`config.mk`:
```
export PLATFORM = sky130hd
export DESIGN_NAME = seq_sched
export DESIGN_NICKNAME = d
export VERILOG_FILES = /design/src/rtl/seq_sched.sv
export SDC_FILE = /design/constraint.sdc
export NUM_CORES = 1
export LEC_CHECK = 0
export CORE_MARGIN = 2
export CORE_UTILIZATION = 65
export DETAILED_ROUTE_END_ITERATION = 12
export DONT_BUFFER_PORTS = 1
export PLACE_DENSITY_LB_ADDON = 0.12
export SLEW_MARGIN = 0
export SYNTH_ARGS = -nofsm -noshare
export SYNTH_HDL_FRONTEND = slang
export SYNTH_SLANG_ARGS = --single-unit
```
`constraint.sdc`:
```
create_clock -name Clk -period 5.25 [get_ports Clk]
set_clock_uncertainty 0.15 [all_clocks]
set_input_delay 0.525 -clock Clk [delete_from_list [all_inputs] [get_ports Clk]]
set_output_delay 0.525 -clock Clk [all_outputs]
set_load 0.03 [all_outputs]
```
`src/rtl/seq_sched.sv`:
```
// Four-requester frame scheduler: serialises the granted requester's byte MSB first
// into a shared sequence detector and counts its hits. Define SEQ_SCHED_FIXED_PRI_EN
// for fixed priority (lowest index wins); otherwise arbitration is round-robin.
module seq_sched (
  input  logic        Clk,
  input  logic        reset,
  input  logic [3:0]  req,
  input  logic [31:0] data_in,
  input  logic        det_hit,
  output logic        det_in,
  output logic        det_clr,
  output logic [3:0]  gnt,
  output logic [3:0]  ack,
  output logic        done,
  output logic [1:0]  gnt_id,
  output logic [3:0]  hit_cnt,
  output logic        busy
);

  typedef enum logic [1:0] {IDLE, CLR, SHIFT, DONE} state_t;

  state_t      state;
  state_t      state_next;
  logic [7:0]  word;
  logic [2:0]  idx;
  logic [1:0]  winner;

`ifdef SEQ_SCHED_FIXED_PRI_EN
  // Descending scan so the lowest requesting index is the final assignment.
  always_comb begin
    winner = 2'd0;
    for (int k = 3; k >= 0; k--) begin
      if (req[k]) winner = 2'(k);
    end
  end
`else
  logic [1:0] ptr;

  // Search starts at ptr; descending offsets leave the nearest requester as winner.
  always_comb begin
    winner = 2'd0;
    for (int k = 3; k >= 0; k--) begin
      if (req[ptr + 2'(k)]) winner = ptr + 2'(k);
    end
  end

  always_ff @(posedge Clk or negedge reset) begin
    if (!reset) begin
      ptr <= 2'd0;
    end else if (state == DONE) begin
      ptr <= gnt_id + 2'd1;
    end
  end
`endif

  always_ff @(posedge Clk or negedge reset) begin
    if (!reset) begin
      state <= IDLE;
    end else begin
      state <= state_next;
    end
  end

  always_comb begin
    state_next = state;
    det_clr    = 1'b0;
    det_in     = 1'b0;
    done       = 1'b0;
    busy       = 1'b1;
    gnt        = 4'b0001 << gnt_id;
    ack        = 4'b0000;
    case (state)
      IDLE: begin
        busy = 1'b0;
        gnt  = 4'b0000;
        if (req != 4'b0000) state_next = CLR;
      end
      CLR: begin
        det_clr    = 1'b1;
        state_next = SHIFT;
      end
      SHIFT: begin
        det_in = word[idx];
        if (idx == 3'd0) state_next = DONE;
      end
      DONE: begin
        done       = 1'b1;
        ack        = 4'b0001 << gnt_id;
        state_next = IDLE;
      end
      default: begin
        busy       = 1'b0;
        gnt        = 4'b0000;
        state_next = IDLE;
      end
    endcase
  end

  // gnt_id/word latch on acceptance; hit_cnt persists until the following CLR.
  always_ff @(posedge Clk or negedge reset) begin
    if (!reset) begin
      word    <= 8'd0;
      idx     <= 3'd0;
      gnt_id  <= 2'd0;
      hit_cnt <= 4'd0;
    end else begin
      case (state)
        IDLE: begin
          if (req != 4'b0000) begin
            gnt_id <= winner;
            word   <= data_in[{winner, 3'b000} +: 8];
          end
        end
        CLR: begin
          hit_cnt <= 4'd0;
          idx     <= 3'd7;
        end
        SHIFT: begin
          if (det_hit && (hit_cnt != 4'hF)) hit_cnt <= hit_cnt + 4'd1;
          idx <= idx - 3'd1;
        end
        default: begin
        end
      endcase
    end
  end

endmodule

```
[Word-level counts from Yosys, hierarchy flattened]
Index checks and enable logic that the tools add are counted.
Word-level totals
  bits in registers: 21
  bits of input ports: 39
  output and inout bits: 18
  logic and storage cells: 60
Cells by class
  add/sub/neg operators: 6
  magnitude comparators: 5
  equality and inequality tests: 7
  shift operators: 2
  multiplexer cells: 26
  reductions and logical operators: 8
Operator list (number)
  variable part select 32 x 6 -> 8 bit: 1
  < comparator 2 x 3 -> 1 bit (second input constant): 4
  2-to-1 mux 2 bit: 6
  2-to-1 mux 4 bit: 3
  2-to-1 mux 1 bit: 9
  binary-select mux 1 bit (select 2 bit): 4
  case mux 2 bit (4 select lines): 1
  case mux 4 bit (2 select lines): 1
  inequality test 2 bit (second input constant): 3
  case mux 3 bit (2 select lines): 1
  AND reduction 2 bit: 3
  adder 2 x 1 -> 2 bit (second input constant): 2
  adder 2 bit (second input constant): 2
  adder 4 x 1 -> 4 bit (second input constant): 1
  equality test 2 bit (second input constant): 2
  < comparator 3 x 4 -> 1 bit (second input constant): 1
  inequality test 4 bit (second input constant): 1
  nonzero test 4 bit: 1
  << shifter 1 x 2 -> 4 bit (first input constant): 1
  binary-select mux 1 bit (select 3 bit): 1
  zero test 3 bit: 1
  subtractor 3 x 1 -> 3 bit (second input constant): 1
  equality test 2 x 1 -> 1 bit (second input constant): 1
  zero test 2 bit: 1
  2 further kinds: 2

[Depth between registers and ports, before layout]
Gate-level depths: netlist (run 1).
  word-level depth: 8
  mapped depth: 8
  gate-level depth less buffers: 7

[Least setup slack after synthesis (run 1)]
No wires, ideal clock.
  path type: register to output
  start: register idx[0]
  end: output port det_in
  arrival time: 1254 ps
  required time: 4575 ps
  path slack: 3321 ps
  cell stages (with the launch flop): 4
  buffers on the path: 0
  cell sequence: dfrtp_1 mux4_2 mux2i_1 nor2b_1
On the way
  longest elaborated chain between the ends: 3
Ends and longest elaborated chain
  start: declaration: line 25  | logic [2:0] idx;
  start signal: assignment: line 120  | idx <= idx - 3'd1;
  binary-select mux 1 bit (select 3 bit): line 83  | det_in = word[idx];
  2-to-1 mux 1 bit (implied by the code): line 83
  2-to-1 mux 1 bit: line 72  | case (state)
  end: declaration: line 10  | output logic det_in,
No other way between the ends. The select of a mux whose other input is x is not followed.

[Worst setup path in the final report (run 1)]
  start: register state[0]
  end: output port det_in
On the way
  longest elaborated chain between the ends: 2
Ends and longest elaborated chain
  start: declaration: line 22  | state_t state;
  start signal: assignment: line 60  | state <= state_next;
  equality test 2 bit: line 72
  2-to-1 mux 1 bit: line 72
No other way between the ends.

==> results of run 1 <==
==> per-stage QoR <==
step	power, mW	std cells	setup WS, ns
6_report	0.868	166	2.86
5_1_grt	0.944	166	2.73
4_1_cts	0.876	166	2.84
3_3_place_gp	0.763	161	3.08
2_1_floorplan	0.740	140	3.32
3_5_place_dp	0.793	161	3.02
==> logic make-up after synthesis <==
logic type | count (synthesis) | synth area share [%]
DFF | 21 | 37.1
buffers and inverters | 17 | 7.78
muxes | 21 | 16.6
adders and majority gates | 11 | 9.73
and+or+nand+nor | 41 | 14.1
AOI/OAI and AO/OA | 29 | 14.6
==> power breakdown <==
group,switching [mW],leakage (nW),internal [mW]
Clock,0.0500,0.0177,0.0284
Sequential,0.0934,0.253,0.230
Combinational,0.287,0.431,0.178
Total,0.430,0.701,0.437
==> cell type report <==
class	count	area (µm²)	share of cell area, %
sequential	21	526	36.9
inverter	11	41.3	2.90
clock inverter	1	5.00	0.351
timing repair buffer	1	10.0	0.703
clock buffer	3	22.5	1.58
multi-input combinational	102	786	55.2
tap	27	33.8	2.37
==> state kept, by name, summed over array words and instances, names as in the netlist <==
signal   count
word         8
hit_cnt      4
idx          3
gnt_id       2
ptr          2
state        2
==> final timing paths <==
check	from	endpoint	cells after the start
min in group asynchronous	reset	state[0]	1
hold reg to reg	word[0]	word[0]	2
max in group asynchronous	reset	word[6]	1
setup reg to reg	ptr[0]	word[0]	5
hold / removal	data_in[29]	word[5]	2
setup / recovery	state[0]	det_in	3
==> synth_stat cells (all sizes together) <==
master	count
dfrtp	21
mux2i	19
nand2	18
ha	11
inv	11
o221ai	8
o21ai	7
a21oi	5
buf	5
nor2b	5
and2	4
nand2b	4
nor2	4
nand3	3
a221oi	2
a31oi	2
mux4	2
a22oi	1
a2bb2o	1
clkdlybuf4s18	1
nand4	1
nor4	1
o21a	1
o22a	1
o22ai	1
or2	1
==> per-layer routing <==
layer  vias to the layer above  track usage (%)  routed length [µm]
li1                        496                -                   -
met4                         0             6.76                   0
met5                         -                0                   0
met2                        39             45.6                1510
met1                       498             25.9                1050
met3                         0             3.87                 155
==> qor.yml, run 1 <==
drt-pass1-iter-count: 4
yosysTopAreaCell: "dfrtp_1"
cp.required_ns: 4.58
placed_area_um2: 1390
clock_sinks: 21
ant_nets: 0
ys_warn_count: 0
viasPerCell: 6.22
max_stage_delay_ns: 0.54
post_cts_resize_count: 0
die_area_um2: 2570
endpoint_kind: "output pin"
diodes: 0
grt_max_degree: 22
track_usage_pct: 23.5
cts_setup_buffers: 0
die_w_um: 50.7
hold_buffers: 1
synthTopCellsByArea: "dfrtp_1, mux2i_1, ha_1"
cts_tree: "done"
fin_hold_ws_ns: 0.299
clock_path_buffers: 2
place_hpwl_um: 2150
antenna_found_initial: 0
start_util_pct: 70.7
hold_path_class: "input port to flop"
syn_area_um2: 1420
die_h_um: 50.7
cts-root-buf: "clkbuf_4"
wl_per_cell_um: 16.3
htreeDepth: 1
final-setup-viol-count: 0
grt_pass1_wl_um: 4510
layout_common_cells: "dfrtp_1, mux2i_1, nand2_1"
ys_seq_area_share_pct: 37.1
path_max_fanout: 9
finalCritPeriodShare_pct: 45.5
clock.fmax_mhz: 419
drive_gt1_share_pct: 6.47
rsz0062_at_grt: "false"
finalMaxSlewViolations: 0
critPathLaunchType: "flop"
std_cell_rows: 16
path_buf_inv: 1
final_hold_viol_count: 0
syn_nets: 190
cpMaxStageDelayCell: "nor2b_1"
drv_cap: 0
cts_buffers: 3
critPathArrivalTime_ns: 1.71
status: "completed"
worst_pin_slew_ns: 1.05
area_growth_pct: 0.619
routed_wl_um: 2710
place_congestion: 0.754
irDropWorstVdd_mv: 0.281
drc: 0
max_slew_margin_pct: 30.3
design_area_um2: 1420
synth_top_area_share_pct: 37.1
nFillCells: 159
criticalPathCategory: "flop to output pin"
finalCoreUtilization_pct: 71.1
cp_cell_sequence: "inv_1, ha_1, nor2b_1"
cts.clk_slew.worst_paths_ns: 0.12
avgSynthCellArea_um2: 10.1
grt_pass1_vias: 1042
portBuffers: 0
post-route-min-period_ns: 2.39
final_common_cell: "dfrtp_1"
vias: 1033
syn_inst: 140
grt_overflow_total: 0
synth_cell_type_count: 30
clkLatencyLatePin_ns: 0.30
placeableCoreArea_um2: 2000
timing.reg2reg.setup_slack_ns: 3.10
io_pins: 57
power.density_nw_per_um2: 609
nNetsFinal: 190
drt_iter0_markers: 30
setup_tns_ns: 0
crit_family: "simple AND/OR/NAND/NOR gates"
ys_ff_latch: 21
power.static_leakage_nw: 0.701
Note: power is estimated with default switching activity, not from simulation.
==> inputs of run 2 (changes only) <==
Settings changed: CORE_UTILIZATION 65 to 62.
Clock period 5.25 ns to 2.4 ns, I/O delays scaled along.
==> qor.yml, run 2 (synthesis results as in run 1) <==
dr_wl_met3_um: 138  # was 155 µm
top_layer: "met4"  # was met3
max_stage_delay_ns: 0.56  # was 0.54 ns
pre_cts_ws_ns: 0.278  # was 3.02 ns
critPathLaunchType: "flop"  # unchanged
viasPerCell: 6.11  # was 6.22
power.density_nw_per_um2: 1320  # was 609 nW/µm²
nNetsFinal: 190  # unchanged
cp.required_ns: 2.01  # was 4.58 ns
largest_register: "word"  # unchanged
clock.fmax_mhz: 469
path_buf_inv: 1  # unchanged
status: "completed"  # unchanged
hold_depth: 2  # unchanged
criticalPathCategory: "flop to output pin"  # unchanged
place_hpwl_um: 2070  # was 2150 µm
diodes: 0  # unchanged
fin_hold_ws_ns: 0.00787  # was 0.299 ns
power.static_leakage_nw: 0.701  # unchanged
cpMaxStageDelayCell: "nor2b_1"  # unchanged
track_usage_pct: 21.7  # was 23.5%
irDropWorstVdd_mv: 0.697  # was 0.281 mV
clock_sinks: 21  # unchanged
die_area_um2: 2680  # was 2570 µm²
grt_overflow_total: 0  # unchanged
grt_pass1_vias: 1040  # was 1042
drt_iter0_markers: 9  # was 30
cts_tree: "done"  # unchanged
ant_nets: 0  # unchanged
r2r-start: "ptr[0]"  # unchanged
die_h_um: 51.8  # was 50.7 µm
wl_per_cell_um: 15.6  # was 16.3 µm
placeableCoreArea_um2: 2190  # was 2000 µm²
worst_pin_slew_ns: 1.03  # was 1.05 ns
clkLatencyLatePin_ns: 0.31  # was 0.30 ns
start_util_pct: 64.6  # was 70.7%
wl_met1_um: 1070  # was 1050 µm
finalCoreUtilization_pct: 65.0  # was 71.1%
die_w_um: 51.8  # was 50.7 µm
final_hold_viol_count: 0  # unchanged
cts_setup_buffers: 0  # unchanged
routed_wl_um: 2610  # was 2710 µm
path_max_fanout: 9  # unchanged
cts_buffers: 3  # unchanged
final_common_cell: "dfrtp_1"  # unchanged
cp_cell_sequence: "inv_1, ha_1, nor2b_1"  # unchanged
vias: 1021  # was 1033
portBuffers: 0  # unchanged
place_congestion: 0.797  # was 0.754
io_pins: 57  # unchanged
cts.clk_slew.worst_paths_ns: 0.13  # was 0.12 ns
timing.reg2reg.setup_slack_ns: 0.27  # was 3.10 ns
htreeDepth: 1  # unchanged
endpoint_kind: "output pin"  # unchanged
drv_cap: 0  # unchanged
post-route-min-period_ns: 2.13
max_slew_margin_pct: 31.4  # was 30.3%
finalMaxSlewViolations: 0  # unchanged
largest_register_ff_count: 8  # unchanged
finalCritPeriodShare_pct: 88.8
rsz0062_at_grt: "false"  # unchanged
r2r_cells: 5  # unchanged
dr_wl_met2_um: 1380  # was 1510 µm
grt_max_degree: 22  # unchanged
drc: 0  # unchanged
clock_path_buffers: 2  # unchanged
drt-pass1-iter-count: 4  # unchanged
hold_path_class: "input port to flop"  # unchanged
hold_end: "word[3]"  # was word[5]
setup_slack_ns: 0.269  # was 2.86 ns
area_growth_pct: 0.708  # was 0.619%
hp-start: "data_in[27]"  # was data_in[29]
r2r-end: "word[2]"  # was word[0]
setup_tns_ns: 0  # unchanged
top_regs: "word x8, hit_cnt x4, idx x3"  # unchanged
antenna_found_initial: 0  # unchanged
drive_gt1_share_pct: 6.47  # unchanged
std_cell_rows: 17  # was 16
grt_pass1_wl_um: 4330  # was 4510 µm
p_total_mw: 1.88  # was 0.868 mW
layout_common_cells: "dfrtp_1, mux2i_1, nand2_1"  # unchanged
cts-root-buf: "clkbuf_4"  # unchanged
critPathArrivalTime_ns: 1.74  # was 1.71 ns
crit_family: "simple AND/OR/NAND/NOR gates"  # unchanged
final-setup-viol-count: 0  # unchanged
-- run 2: timing repair --
| action | CTS | global route |
|---|---|---|
| hold endpoints to repair | 21 | 0 |
| hold buffers | 1 | 0 |
| gates resized for setup | 0 | 0 |
-- run 2: power by group --
part / internal (mW) / leakage [nW] / switching (mW)
sequential: 0.504 / 0.253 / 0.199
clock: 0.0621 / 0.0177 / 0.114
combinational: 0.388 / 0.431 / 0.615
total: 0.954 / 0.701 / 0.929
-- run 2: layer usage --
metal / GRT usage (%) / up-vias
met4: 7.89 / 0
met5: 0 / -
li1: - / 500
met2: 41.0 / 41
met1: 24.2 / 478
met3: 3.45 / 2
-- run 2: layout make-up --
type | instances | area [µm²]
multi-input combinational | 102 | 786
fill | 184 | 766
sequential | 21 | 526
inverter | 11 | 41.3
tap | 28 | 35.0
clock buffer | 3 | 22.5
timing repair buffer | 1 | 10.0
clock inverter | 1 | 5.00
-- run 2: worst max-delay path by stage --
stage               startpoint  cells after the start  slack [ns]         end
global route            ptr[0]                      5        0.09     word[2]
global placement        ptr[0]                      5        0.36     word[5]
detailed placement      ptr[0]                      5        0.28     word[2]
finish                state[0]                      3        0.27      det_in
CTS                   state[0]                      3        0.25      det_in
floorplan             state[0]                      8        0.65  hit_cnt[2]
-- run 2: metrics by stage --
step	std cells	area, µm²
finish	167	1430
global route	167	1430
CTS	167	1430
detailed placement	162	1390
global placement	162	1390
floorplan	140	1420
-- run 2: worst register-to-register path: cells and delay by family, from the launching register on --
family                 cells  cell delay, ns
muxes                      1            0.31
buffers and inverters      1            0.12
AOI/OAI and AO/OA          3            1.02
DFF                        1            0.40
==> inputs of run 3 (changes only) <==
Settings changed: CORE_ASPECT_RATIO set to 0.8.
==> qor.yml, run 3 (synthesis results as in run 1) <==
rsz0062_at_grt: "false"  # unchanged
drt_iter0_markers: 41  # was 9
seqPwrFrac_pct: 37.4  # about the same
hold_end: "word[7]"  # was word[3]
power.static_leakage_nw: 0.707  # was 0.701 nW
clock.fmax_mhz: 471  # was 469 MHz
drive_gt1_share_pct: 5.67  # was 6.47%
cts_setup_buffers: 0  # unchanged
io_pins: 57  # unchanged
path_max_fanout: 17  # was 9
diodes: 0  # unchanged
hold_buffers: 1  # unchanged
cts.clk_slew.worst_paths_ns: 0.10  # was 0.13 ns
r2r-end: "word[5]"  # was word[2]
pre_cts_ws_ns: 0.260  # was 0.278 ns
critPathLaunchType: "flop"  # unchanged
grt_pass1_vias: 936  # was 1040
place_congestion: 0.753  # was 0.797
viasPerCell: 6.27  # was 6.11
die_w_um: 57.4  # was 51.8 µm
area_growth_pct: 1.77  # was 0.708%
track_usage_pct: 20.7  # was 21.7%
top_regs: "word x8, hit_cnt x4, idx x3"  # unchanged
irDropWorstVdd_mv: 0.887  # was 0.697 mV
antenna_found_initial: 0  # unchanged
start_util_pct: 65.6  # was 64.6%
std_cell_rows: 15  # was 17
clock_path_buffers: 2  # unchanged
wl_per_cell_um: 15.9  # was 15.6 µm
ant_nets: 0  # unchanged
combPwrFrac_pct: 53.9  # was 53.3%
critPathArrivalTime_ns: 2.13  # was 1.74 ns
final-setup-viol-count: 0  # unchanged
power.density_nw_per_um2: 1310  # was 1320 nW/µm²
clkLatencyLatePin_ns: 0.30  # was 0.31 ns
grt_overflow_total: 0  # unchanged
drv_cap: 0  # unchanged
setup_slack_ns: 0.277  # was 0.269 ns
hp-start: "data_in[15]"  # was data_in[27]
routed_wl_um: 2630  # was 2610 µm
nNetsFinal: 192  # was 190
die_h_um: 46.7  # was 51.8 µm
largest_register: "word"  # unchanged
htreeDepth: 1  # unchanged
timing.reg2reg.setup_slack_ns: 0.28  # was 0.27 ns
grt_pass1_wl_um: 4130  # was 4330 µm
max_slew_margin_pct: 31.0  # was 31.4%
setup_tns_ns: 0  # unchanged
finalCritPeriodShare_pct: 88.4  # was 88.8%
endpoint_kind: "flop"  # was output pin
r2r-start: "ptr[0]"  # unchanged
p_sw_mw: 0.920  # was 0.929 mW
cts-root-buf: "clkbuf_4"  # unchanged
criticalPathCategory: "flop to flop"  # was flop to output pin
die_area_um2: 2680  # about the same
post-route-min-period_ns: 2.12  # was 2.13 ns
final_hold_viol_count: 0  # unchanged
worst_pin_slew_ns: 1.03  # about the same
cts_tree: "done"  # unchanged
layout_common_cells: "dfrtp_1, mux2i_1, nand2_1"  # unchanged
cp.required_ns: 2.41  # was 2.01 ns
swShare_pct: 48.9  # was 49.3%
status: "completed"  # unchanged
portBuffers: 0  # unchanged
clkPwrFrac_pct: 8.7  # was 9.4%
grt_max_degree: 22  # unchanged
vias: 1040  # was 1021
final_common_cell: "dfrtp_1"  # unchanged
r2r_cells: 5  # unchanged
largest_register_ff_count: 8  # unchanged
hold_depth: 2  # unchanged
hold_path_class: "input port to flop"  # unchanged
cts_buffers: 3  # unchanged
finalMaxSlewViolations: 0  # unchanged
clock_sinks: 21  # unchanged
internal_power_mw: 0.962  # was 0.954 mW
drt-pass1-iter-count: 4  # unchanged
post_cts_resize_count: 0  # unchanged
drc: 0  # unchanged
place_hpwl_um: 2040  # was 2070 µm
placeableCoreArea_um2: 2160  # was 2190 µm²
[run 3: changes by cell type in the layout (fill, tap and decap cells not counted)]
cell           change
clkbuf_1           +1
clkinv_2           -1
dlygate4sd3_1      +2
[run 3: layer usage]
layer / wire length [µm] / share of wire, % / vias up / global-route usage, %
met5: 0 / 0 / - / 0
met4: 19 / 0.72 / 0 / 5.58
met3: 233 / 8.8 / 2 / 5.79
met2: 1260 / 48 / 59 / 36.1
met1: 1120 / 42 / 477 / 26.1
li1: - / - / 502 / -
[run 3: worst max path at each step]
stage / from / to / slack [ns] / cells past startpoint
2_1_floorplan: state[0] / hit_cnt[2] / 0.65 / 8
3_3_place_gp: ptr[0] / word[6] / 0.38 / 5
3_5_place_dp: ptr[0] / word[5] / 0.26 / 5
4_1_cts: ptr[0] / word[5] / 0.25 / 5
5_1_grt: ptr[0] / word[2] / 0.10 / 5
6_report: ptr[0] / word[5] / 0.28 / 5
[run 3: power groups by stage]
stage / logic, mW / registers (mW) / clock network [mW]
2_1_floorplan: 0.944 / 0.675 / 0
3_3_place_gp: 0.968 / 0.704 / 0
3_5_place_dp: 1.01 / 0.714 / 0
4_1_cts: 1.02 / 0.705 / 0.173
5_1_grt: 1.13 / 0.731 / 0.187
6_report: 1.01 / 0.704 / 0.163
[run 3: critical path: stages, from the launching register on]
cell	delay, ns
dfrtp_1	0.40
inv_1	0.13
a221oi_1	0.12
o22ai_2	0.77
mux2i_1	0.28
o221ai_1	0.13
[run 3: through the flow]
stage                     total power, mW  instances  util [%]  cell area [µm²]  hold WS, ns
after floorplan                      1.62        140         -             1420       -0.206
after global placement               1.67        159      64.1             1380       -0.205
after detailed placement             1.72        159      64.1             1380       -0.205
after CTS                            1.90        164      65.8             1420       0.0132
after global routing                 2.05        166      66.7             1440      0.00662
final                                1.88        166      66.7             1440       0.0225
[run 3: final cells by class]
class                      count  area [µm²]
clock buffer                   4        26.3
fill                         188         718
inverter                      11        41.3
multi-input combinational    102         786
sequential                    21         526
tap                           25        31.3
timing repair buffer           3        30.0
